File: config.mk
export PLATFORM = sky130hd
export DESIGN_NAME = fifo_rd_stream
export DESIGN_NICKNAME = d
export VERILOG_FILES = /design/src/rtl/fifo_rd_stream.sv
export SDC_FILE = /design/constraint.sdc
export NUM_CORES = 1
export LEC_CHECK = 0
export BUFFER_PORTS_ARGS = -buffer_cell sky130_fd_sc_hd__buf_2
export CAP_MARGIN = 0
export CELL_PAD_IN_SITES_DETAIL_PLACEMENT = 1
export CELL_PAD_IN_SITES_GLOBAL_PLACEMENT = 1
export CORE_ASPECT_RATIO = 0.7
export CORE_MARGIN = 5
export CORE_UTILIZATION = 40
export DETAILED_ROUTE_END_ITERATION = 8
export HOLD_SLACK_MARGIN = 0.12
export PLACE_DENSITY_LB_ADDON = 0.1
export SLEW_MARGIN = 20
export SYNTH_ARGS = -nofsm -noshare
export SYNTH_HDL_FRONTEND = slang
export SYNTH_SLANG_ARGS = --single-unit
File: constraint.sdc
create_clock -name clk_i -period 3.7 [get_ports clk_i]
set_input_delay 0.74 -clock clk_i [delete_from_list [all_inputs] [get_ports clk_i]]
set_output_delay 0.74 -clock clk_i [all_outputs]
set_load 0.005 [all_outputs]
File: src/rtl/fifo_rd_stream.sv
// Read-side adapter: pops words from the clock-crossing FIFO into a 2-entry skid buffer
// and presents them on a valid/ready stream, with flush and a saturating delivered-word count.
module fifo_rd_stream #(
    parameter int WIDTH = 8,
    parameter int CNT_W = 16
) (
    input  logic             clk_i,
    input  logic             rst_ni,
    input  logic             fifo_empty_i,
    input  logic [WIDTH-1:0] fifo_data_i,
    output logic             fifo_rd_o,
    output logic             m_valid_o,
    output logic [WIDTH-1:0] m_data_o,
    input  logic             m_ready_i,
    input  logic             flush_i,
    output logic [1:0]       level_o,
    output logic [CNT_W-1:0] word_cnt_o
);

    logic             run_q;
    logic [1:0]       level_q, level_d;
    logic             valid_q, valid_d;
    logic [WIDTH-1:0] slot0_q, slot0_d;
    logic [WIDTH-1:0] slot1_q, slot1_d;
    logic [CNT_W-1:0] cnt_q, cnt_d;
    logic             pop;
    logic             accept;

    // Pop request never looks at m_ready_i; the second slot absorbs a stall.
    assign fifo_rd_o = run_q & ~flush_i & (level_q != 2'd2);
    assign pop       = fifo_rd_o & ~fifo_empty_i;
    assign accept    = valid_q & m_ready_i;

    always_comb begin
        level_d = level_q;
        slot0_d = slot0_q;
        slot1_d = slot1_q;
        cnt_d   = cnt_q;

        if (flush_i) begin
            level_d = 2'd0;
        end else begin
            level_d = level_q + {1'b0, pop} - {1'b0, accept};
            if (accept && level_q == 2'd2) begin
                slot0_d = slot1_q;
            end
            // New word goes to the head slot when the buffer is empty or draining this cycle.
            if (pop) begin
                if (level_q == 2'd0 || (level_q == 2'd1 && accept)) begin
                    slot0_d = fifo_data_i;
                end else begin
                    slot1_d = fifo_data_i;
                end
            end
        end

        valid_d = (level_d != 2'd0);

        if (accept && cnt_q != {CNT_W{1'b1}}) begin
            cnt_d = cnt_q + 1'b1;
        end
    end

    always_ff @(posedge clk_i or negedge rst_ni) begin
        if (!rst_ni) begin
            run_q   <= 1'b0;
            level_q <= 2'd0;
            valid_q <= 1'b0;
            slot0_q <= '0;
            slot1_q <= '0;
            cnt_q   <= '0;
        end else begin
            run_q   <= 1'b1;
            level_q <= level_d;
            valid_q <= valid_d;
            slot0_q <= slot0_d;
            slot1_q <= slot1_d;
            cnt_q   <= cnt_d;
        end
    end

    assign m_valid_o  = valid_q;
    assign m_data_o   = slot0_q;
    assign level_o    = level_q;
    assign word_cnt_o = cnt_q;

endmodule

==> metrics.csv, run 1 <==
metric;value;unit
outcome;finished, final reports clean;
via_count;1264;
worst_r2r_endpoint;m_valid_o;
ys_top_cells_by_area;dfrtp_1, xor2_1, mux2_4;
via_per_inst;5.45;
cp_slowest_cell;or3_1;
routed_wirelength;3960;um
worstPathArrival;2540;ps
max_freq;422;MHz
grt_max_degree;37;
tns;0;ps
totalPowerFinal;1.24;mW
cts_setup_buffers;0;
ir_drop;0.000304;V
clkLatencyLatePin;280;ps
drc;0;
row_count;19;
r2r_start;level_o[1];
yosysSeqAreaShare;52.9;%
htree_levels;2;
total_leakage_power;1.04;nW
rsz0062_at_grt;no;
synth.net_count;152;
synth-edff-count;0;
max_stage_delay;350;ps
hold_viol_final;0;
slew_headroom;47.3;%
start_kind;input pin;
synthArstFlopShare;100;%
drv_cap;0;
cts_inserted_buffers;5;
grt_first_pass_wirelength;6680;um
die_w;88.0;um
layout_commonest_cell;buf_2;
final_max_slew_viol_count;0;
period_share;64.1;%
placed_area;1950;um2
synth.distinct_cells;37;
grt_pass1_vias;1336;
cts_tree;yes;
hold-worst-slack;494;ps
area_delta_synth_final;19.7;%
root_buffer;clkbuf_8;
place_congestion;0.720;
fin_ws;1330;ps
synth-main-ff-cell;dfrtp_1;
clock-sinks;36;
fin_area;2040;um2
setup_viol;0;
final_cells;232;
ctsLongestPathBuffers;2;
hp-class;reg2reg;
synth_area_leader_cell;dfrtp_1;
clk_pin_slew;70;ps
antenna_found_initial;0;
drive_gt1_share;36.7;%
dp_slack;1040;ps
fin_skew;3.35;ps
hpwl;2880;um
synth.cell_area;1700;um2
io_pins;41;
antenna_left;0;
finalCoreUtilization;50.8;%
p_per_area;607;nW/um2
drtIter0Drc;45;
hp-start;m_data_o[0];
track_usage;15.0;%
dieArea;5690;um2
core-area;4020;um2
finalCriticalPeriod;2370;ps
ys_ff_latch;36;
critPathMostFrequentCell;ha_1;
worstSetupEndpointType;flop;
min_delay_path_depth;1;
most-common-layout-cells;buf_2, dfrtp_1, xor2_1;
crit_type;in2reg;
die_h;64.6;um
cp_top_family;simple AND/OR/NAND/NOR gates;
yosysTopAreaCellShare;52.9;%
yosys_warnings;0;
netlist_instances;136;
diodes;0;
r2r_setup_slack;1520;ps
avgSynthCellArea;12.5;um2
grt_remaining_overflow;0;
path_cells;buf_2 -> nand2b_1 -> or3_1 -> ha_1 -> inv_1 -> ha_1 -> xnor2_1 -> nor2_1 -> or2_2;
final_nets;195;
wl_per_cell;17.1;um
cts_resized;0;
critPathMaxFanout;12;
dr.pass1.iters;4;
ctsHoldBuffers;0;
initial_core_util;42.4;%
io_buffers;40;
worstPathRequired;3860;ps
min_to;m_data_o[0];
r2r_cells;8;
dp.cells;224;
crit_buf_inv;2;
tightestPinTransition;791;ps
[cells by family after synthesis]
logic type      after synthesis  synth area share (%)
simple gates                 43                  15.9
xor+xnor                     15                  7.71
flops                        36                  52.9
buf+inv                       7                  2.06
mux                           9                  7.71
other cells                   1                 0.220
fa+ha+maj                     3                  2.20
compound gates               22                  11.3
[layout make-up]
class | count | area, um2
clock buffers | 8 | 90.1
flip-flops and latches | 36 | 901
well taps | 52 | 65.1
inverters | 2 | 7.51
fillers | 449 | 1980
repair buffers | 41 | 208
multi-input cells | 93 | 768
[sequential cells by signal, summed over array words and instances (netlist names)]
| signal | cells |
|---|---|
| level_o | 2 |
| slot1_q | 8 |
| m_valid_o | 1 |
| run_q | 1 |
| word_cnt_o | 16 |
| m_data_o | 8 |
[power by group]
part,switching (mW),internal [mW],total (mW),leakage (nW)
sequential,0.0994,0.515,0.615,0.468
clock,0.136,0.152,0.288,0.0455
combinational,0.141,0.195,0.336,0.522
[per-layer routing]
metal  GRT usage (%)  share of wire [%]
met1            20.7                 49
met5               0                  0
met3            4.18                4.6
met4            3.40               0.78
met2            23.5                 46
[synthesized netlist by cell type, types with 2 or more instances]
cell       count
a22oi_1        8
clkbuf_1       3
dfrtp_1       36
ha_1           3
inv_1          2
mux2_4         8
nand2_1        4
nand3_1        4
nand4_1        5
nor2_1         3
nor2b_1        3
nor3_1         5
nor4_1         4
nor4_2         3
o2bb2ai_1      8
or2_2          3
xor2_1        14
[how the worst max path moves through the flow]
stage / from / end / slack, ps / depth (start not counted)
after global routing: flush_i / m_valid_o / 1250 / 9
after detailed placement: flush_i / m_valid_o / 1040 / 9
final: flush_i / m_valid_o / 1330 / 9
after global placement: flush_i / m_valid_o / 1120 / 8
after floorplan: flush_i / m_valid_o / 1380 / 7
after CTS: flush_i / m_valid_o / 1330 / 9
Power figures use the tool's default switching activity.
==> inputs of run 2 (changes only) <==
--- a/config.mk
+++ b/config.mk
@@ -5,13 +5,14 @@
 export SDC_FILE = /design/constraint.sdc
 export NUM_CORES = 1
 export LEC_CHECK = 0
+export ABC_AREA = 1
 export BUFFER_PORTS_ARGS = -buffer_cell sky130_fd_sc_hd__buf_2
 export CAP_MARGIN = 0
 export CELL_PAD_IN_SITES_DETAIL_PLACEMENT = 1
 export CELL_PAD_IN_SITES_GLOBAL_PLACEMENT = 1
 export CORE_ASPECT_RATIO = 0.7
 export CORE_MARGIN = 5
-export CORE_UTILIZATION = 40
+export CORE_UTILIZATION = 39
 export DETAILED_ROUTE_END_ITERATION = 8
 export HOLD_SLACK_MARGIN = 0.12
 export PLACE_DENSITY_LB_ADDON = 0.1
==> constraint.sdc (replaced) <==
create_clock -name clk_i -period 2.5 [get_ports clk_i]
set_input_delay 0.5 -clock clk_i [delete_from_list [all_inputs] [get_ports clk_i]]
set_output_delay 0.5 -clock clk_i [all_outputs]
set_load 0.005 [all_outputs]
==> run 2 against run 1 <==
Compared with the run above:
- first-iteration DRC count up 36%
- wire length is 39% higher
- clock power increased by 76%
- clock skew rose by 3.4 ps
- sequential power rose by 55%
- critical path type is now reg2reg
- synthesized cell count grew 120%
- utilization decreased by 3.7 points
- total power rose by 77%
- non-clock buffer count shrank 1
- register-to-register slack worse by 850 ps
==> metrics.csv, run 2 <==
metric;value;unit;change
path_cells;ha_1 -> inv_1 -> nor2_2 -> nand2_2 -> o21ai_2 -> o21ai_0;;was buf_2 -> nand2b_1 -> or3_1 -> ha_1 -> inv_1 -> ha_1 -> xnor2_1 -> nor2_1 -> or2_2
hp-class;in2async;;was reg2reg
wl_per_cell;13.5;um;was 17.1 um
slew_headroom;44.1;%;was 47.3%
io_buffers;40;;unchanged
antenna_left;0;;unchanged
power_switching;840;uW;was 377 uW
synth-main-ff-cell;dfrtp_1;;unchanged
drc;0;;unchanged
start_kind;flop;;was input pin
ys_ff_latch;36;;unchanged
rsz0062_at_grt;no;;unchanged
largest_reg_flops;16;;unchanged
grt_first_pass_wirelength;9620;um;was 6680 um
grt_remaining_overflow;0;;unchanged
clkLatencyLatePin;280;ps;about the same
grt-busiest-layer;met2;;unchanged
synth.distinct_cells;25;;was 37
cts_tree;yes;;unchanged
track_usage;17.0;%;was 15.0%
cts_setup_buffers;0;;unchanged
period_share;73.3;%;
ys_top_cells_by_area;dfrtp_1, nand2_1, inv_1;;was dfrtp_1, xor2_1, mux2_4
ctsLongestPathBuffers;2;;unchanged
synth.net_count;309;;was 152
outcome;finished, final reports clean;;unchanged
area_delta_synth_final;17.0;%;was 19.7%
avgSynthCellArea;7.18;um2;was 12.5 um2
total_leakage_power;1.31;nW;was 1.04 nW
fin_skew;6.70;ps;was 3.35 ps
p_int;1.35;mW;was 862 uW
htree_levels;2;;unchanged
met3_usage;4.09;%;was 4.18%
grtUsageMet1;24.6;%;was 20.7%
layout_commonest_cell;nand2_1;;was buf_2
place_congestion;0.764;;was 0.720
multi_input_area;1020;um2;was 768 um2
yosysSeqAreaShare;42.8;%;was 52.9%
p_comb_share;33.3;%;was 27.2%
yosys_warnings;0;;unchanged
yosys-top-cells-count;nand2_1, dfrtp_1, inv_1;;was dfrtp_1, xor2_1, a22oi_1, mux2_4, o2bb2ai_1
worstPathRequired;2640;ps;was 3860 ps
critPathMaxFanout;11;;was 12
clk_pin_slew;80;ps;was 70 ps
via_per_inst;4.76;;was 5.45
max_stage_delay;460;ps;was 350 ps
clock-sinks;36;;unchanged
synth.most_common_cell;nand2_1;;was dfrtp_1
setup_viol;0;;unchanged
worstSetupEndpointType;flop;;unchanged
met2_usage;26.0;%;was 23.5%
max_freq;546;MHz;
cp_top_family;compound AO/OA/AOI/OAI gates;;was simple AND/OR/NAND/NOR gates
hpwl;4100;um;was 2880 um
tightestPinTransition;839;ps;was 791 ps
drv_cap;0;;unchanged
cts_inserted_buffers;5;;unchanged
grt_pass1_vias;2028;;was 1336
yosysTopAreaCellShare;42.8;%;was 52.9%
final_nets;351;;was 195
cp_slowest_cell;dfrtp_1;;was or3_1
drive_gt1_share;20.5;%;was 36.7%
routed_wirelength;5500;um;was 3960 um
clkPwrFrac;23.1;%;was 23.2%
final_max_slew_viol_count;0;;unchanged
io_pins;41;;unchanged
finalCriticalPeriod;1830;ps;
hold_viol_final;0;;unchanged
synth_area_leader_cell;dfrtp_1;;unchanged
initial_core_util;40.2;%;was 42.4%
root_buffer;clkbuf_8;;unchanged
crit_buf_inv;1;;was 2
tns;0;ps;unchanged
ir_drop;0.000394;V;was 0.000304 V
crit_type;reg2reg;;was in2reg
die_h;71.5;um;was 64.6 um
power_frac_seq;43.5;%;was 49.6%
most-common-layout-cells;nand2_1, buf_2, dfrtp_1;;was buf_2, dfrtp_1, xor2_1
drtIter0Drc;61;;was 45
synth.cell_area;2100;um2;was 1700 um2
via_count;1941;;was 1264
antenna_found_initial;0;;unchanged
ctsHoldBuffers;0;;unchanged
dr.pass1.iters;4;;unchanged
final-seq-area;901;um2;unchanged
diodes;0;;unchanged
synth-edff-count;0;;unchanged
dieArea;6990;um2;was 5690 um2
die_w;97.8;um;was 88.0 um
netlist_instances;293;;was 136
swShare;38.3;%;was 30.4%
synthArstFlopShare;100;%;unchanged
fill_cells;706;;was 449
hold-worst-slack;321;ps;was 494 ps
cts_resized;0;;unchanged
worstPathArrival;1970;ps;was 2540 ps
grt_max_degree;37;;unchanged
core-area;5230;um2;was 4020 um2
p_per_area;891;nW/um2;was 607 nW/um2
row_count;22;;was 19
## run 2: changes by cell type after synthesis, sizes merged, moves of 8 or more
cell,before,now
nand2,5,124
inv,2,37
nor2,3,25
nand3,5,25
o21ai,0,19
xor2,14,3
mux2,9,0
a22oi,8,0
o2bb2ai,8,0
## run 2: routing by layer
| metal | up-vias | part of all wire, % |
|---|---|---|
| met5 | - | 0 |
| met1 | 916 | 54 |
| met3 | 2 | 3.6 |
| met2 | 31 | 42 |
| li1 | 992 | - |
| met4 | 0 | 0.47 |
## run 2: worst reg2reg max path, stage by stage, from the launching register on
cell and delay [ps]:
dfrtp_1 460, ha_1 320, inv_1 90, nor2_2 120
nand2_2 100, o21ai_2 450, o21ai_0 170
## run 2: final timing paths
kind | start | end | slack (ps) | cells past startpoint
min in group clk_i | fifo_data_i[0] | slot1_q[0] | 480 | 3
worst max-delay path | word_cnt_o[0] | word_cnt_o[6] | 670 | 6
max in group asynchronous | rst_ni | word_cnt_o[12] | 1650 | 1
worst min-delay path | rst_ni | m_data_o[4] | 320 | 1
worst min register to register | slot1_q[5] | slot1_q[5] | 510 | 2
worst max register to register | word_cnt_o[0] | word_cnt_o[6] | 670 | 6
## run 2: power groups by stage
| stage | logic [mW] | clock network [mW] | registers (mW) |
|---|---|---|---|
| final | 0.732 | 0.507 | 0.955 |
| after global placement | 0.705 | 0 | 0.964 |
| after floorplan | 0.482 | 0 | 0.934 |
| after detailed placement | 0.740 | 0 | 0.965 |
| after CTS | 0.747 | 0.527 | 0.956 |
| after global routing | 0.847 | 0.555 | 0.987 |
## run 2: cell type report
| cell class | count | share of cell area, % |
|---|---|---|
| multi-input cells | 214 | 41.5 |
| well taps | 72 | 3.66 |
| inverters | 38 | 5.79 |
| repair buffers | 40 | 8.13 |
| clock inverters | 2 | 1.42 |
| clock buffers | 6 | 2.95 |
| flip-flops and latches | 36 | 36.6 |
## run 2: kinds of logic after synthesis
kind of cell / after synthesis / synth area share, %
fa+ha+maj: 3 / 1.78
flops: 36 / 42.8
other cells: 1 / 0.178
compound gates: 20 / 5.89
buf+inv: 43 / 8.68
simple gates: 183 / 37.8
xor+xnor: 7 / 2.91
## run 2: metrics by stage
step           util [%]  power, mW  instances  setup slack [ps]  area, um2
6_report           47.1       2.19        408               669       2460
5_1_grt            47.1       2.39        408               427       2460
4_1_cts            47.1       2.23        408               634       2460
3_5_place_dp       45.0       1.71        400               544       2350
3_3_place_gp       45.0       1.67        400               634       2350
2_1_floorplan         -       1.42        293               801       2100
==> inputs of run 3 (changes only) <==
==> constraint.sdc (replaced) <==
create_clock -name clk_i -period 1.75 [get_ports clk_i]
set_input_delay 0.35 -clock clk_i [delete_from_list [all_inputs] [get_ports clk_i]]
set_output_delay 0.35 -clock clk_i [all_outputs]
set_load 0.005 [all_outputs]
==> run 3 against run 2 <==
Compared with the run above:
- first-iteration DRC count rose by 30%
- sequential share of layout area decreased by 1.2 points
- cell count rose by 2.7%
- total power up 40%
- setup slack worse by 480 ps
- register-to-register slack worse by 480 ps
- cell area rose by 3.3%
- count of clock-buffer cells in the layout is 2 higher
- combinational power rose by 54%
- wire length grew 1.9%
- largest power group unchanged
==> metrics.csv, run 3 (synthesized netlist as in run 2, its figures left out) <==
metric;value;unit;change
drtIter0Drc;79;;was 61
routed_wirelength;5600;um;was 5500 um
final_max_slew_viol_count;0;;unchanged
via_per_inst;4.75;;was 4.76
cp_top_family;simple AND/OR/NAND/NOR gates;;was compound AO/OA/AOI/OAI gates
crit_buf_inv;2;;was 1
worstPathArrival;1720;ps;was 1970 ps
drive_gt1_share;22.5;%;was 20.5%
hp-class;in2reg;;was in2async
io_pins;41;;unchanged
cp_slowest_cell;dfrtp_1;;unchanged
antenna_found_initial;0;;unchanged
drc;0;;unchanged
final_nets;362;;was 351
diodes;0;;unchanged
layout_commonest_cell;nand2_1;;unchanged
critPathCapture;word_cnt_o[4];;was word_cnt_o[6]
hpwl;4180;um;was 4100 um
rsz0062_at_grt;no;;unchanged
crit_path_start;word_cnt_o[1];;was word_cnt_o[0]
dp_slack;78.0;ps;was 544 ps
via_count;1989;;was 1941
cts_resized;0;;unchanged
fin_area;2540;um2;was 2460 um2
path_cells;ha_1 -> inv_1 -> nor2_2 -> nand2_2 -> nor2_4 -> nor2_4 -> buf_4 -> nand2_1 -> o21ai_0;;was ha_1 -> inv_1 -> nor2_2 -> nand2_2 -> o21ai_2 -> o21ai_0
core-area;5230;um2;unchanged
dp.cells;407;;was 400
outcome;finished, final reports clean;;unchanged
start_kind;flop;;unchanged
crit_type;reg2reg;;unchanged
critPathMaxFanout;7;;was 11
largest_reg_flops;16;;unchanged
crit_cells;9;;was 6
initial_core_util;40.2;%;unchanged
hold_viol_final;0;;unchanged
wl_per_cell;13.4;um;was 13.5 um
antenna_left;0;;unchanged
worstPathRequired;1910;ps;was 2640 ps
grt_pass1_vias;1981;;was 2028
fin_skew;7.07;ps;was 6.70 ps
met1_length;3050;um;was 2960 um
worst_r2r_endpoint;word_cnt_o[4];;was word_cnt_o[6]
final_cells;419;;was 408
hold-worst-slack;327;ps;was 321 ps
grt_max_degree;37;;unchanged
critPathMostFrequentCell;nor2_4;;
area_delta_synth_final;20.8;%;was 17.0%
totalPowerFinal;3.08;mW;was 2.19 mW
worstSetupEndpointType;flop;;unchanged
finalCoreUtilization;48.6;%;was 47.1%
row_count;22;;unchanged
r2r_cells;9;;was 6
wl_met3;255;um;was 199 um
die_w;97.8;um;unchanged
fin_ws;189;ps;was 669 ps
ir_drop;0.000709;V;was 0.000394 V
cts_inserted_buffers;5;;unchanged
die_h;71.5;um;unchanged
io_buffers;40;;unchanged
ctsLongestPathBuffers;2;;unchanged
placed_area;2420;um2;was 2350 um2
setup_viol;0;;unchanged
maxUsedRoutingLayer;met4;;unchanged
p_per_area;1210;nW/um2;was 891 nW/um2
tns;0;ps;unchanged
grt_first_pass_wirelength;9590;um;was 9620 um
fill_cells;695;;was 706
clk_pin_slew;80;ps;about the same
dieArea;6990;um2;unchanged
total_leakage_power;1.36;nW;was 1.31 nW
cts_tree;yes;;unchanged
max_freq;641;MHz;was 546 MHz
most-common-layout-cells;nand2_1, buf_2, dfrtp_1;;unchanged
track_usage;16.9;%;was 17.0%
grt_remaining_overflow;0;;unchanged
place_congestion;0.754;;was 0.764
r2r_setup_slack;190;ps;was 670 ps
finalCriticalPeriod;1560;ps;was 1830 ps
drv_cap;0;;unchanged
clock-sinks;36;;unchanged
root_buffer;clkbuf_8;;unchanged
r2r_start;word_cnt_o[1];;was word_cnt_o[0]
routed-wl-met2;2280;um;was 2320 um
htree_levels;2;;unchanged
dr.pass1.iters;4;;unchanged
max_stage_delay;400;ps;was 460 ps
clkLatencyLatePin;280;ps;about the same
period_share;89.2;%;was 73.3%
run 3: worst min-delay path by stage:
| stage | to | startpoint | cells past startpoint |
|---|---|---|---|
| after floorplan | level_o[0] | rst_ni | 0 |
| after global placement | word_cnt_o[9] | rst_ni | 2 |
| after detailed placement | word_cnt_o[9] | rst_ni | 2 |
| after CTS | slot1_q[3] | fifo_data_i[3] | 3 |
| after global routing | slot1_q[0] | fifo_data_i[0] | 3 |
| final | slot1_q[6] | fifo_data_i[6] | 3 |
run 3: power breakdown:
part           switching, mW  total [mW]  internal (mW)
logic                  0.647        1.13          0.484
registers              0.242        1.33           1.09
clock network          0.295       0.616          0.322
total                   1.18        3.08           1.90
run 3: metal layers:
layer | GRT usage (%) | vias to the layer above
met1 | 25.7 | 939
li1 | - | 1011
met4 | 2.76 | 0
met3 | 3.70 | 2
met2 | 25.1 | 37
met5 | 0 | -
run 3: area by class of cell:
| type | count | area, um2 | area share, % |
|---|---|---|---|
| Multi-Input combinational cell | 214 | 1020 | 40.2 |
| Inverter | 38 | 143 | 5.61 |
| Sequential cell | 36 | 901 | 35.4 |
| Tap cell | 72 | 90.1 | 3.54 |
| Timing Repair Buffer | 51 | 298 | 11.7 |
| Clock buffer | 8 | 90.1 | 3.54 |
run 3: worst min-delay path: cells and delay by family:
kind,cells,cell delay [ps]
compound gates,1,70
buf+inv,2,150
run 3: timing repair:
item,CTS,global route
endpoints found under the setup margin,0,4
hold endpoints to repair,36,0
hold buffers,1,0
setup buffers,0,3
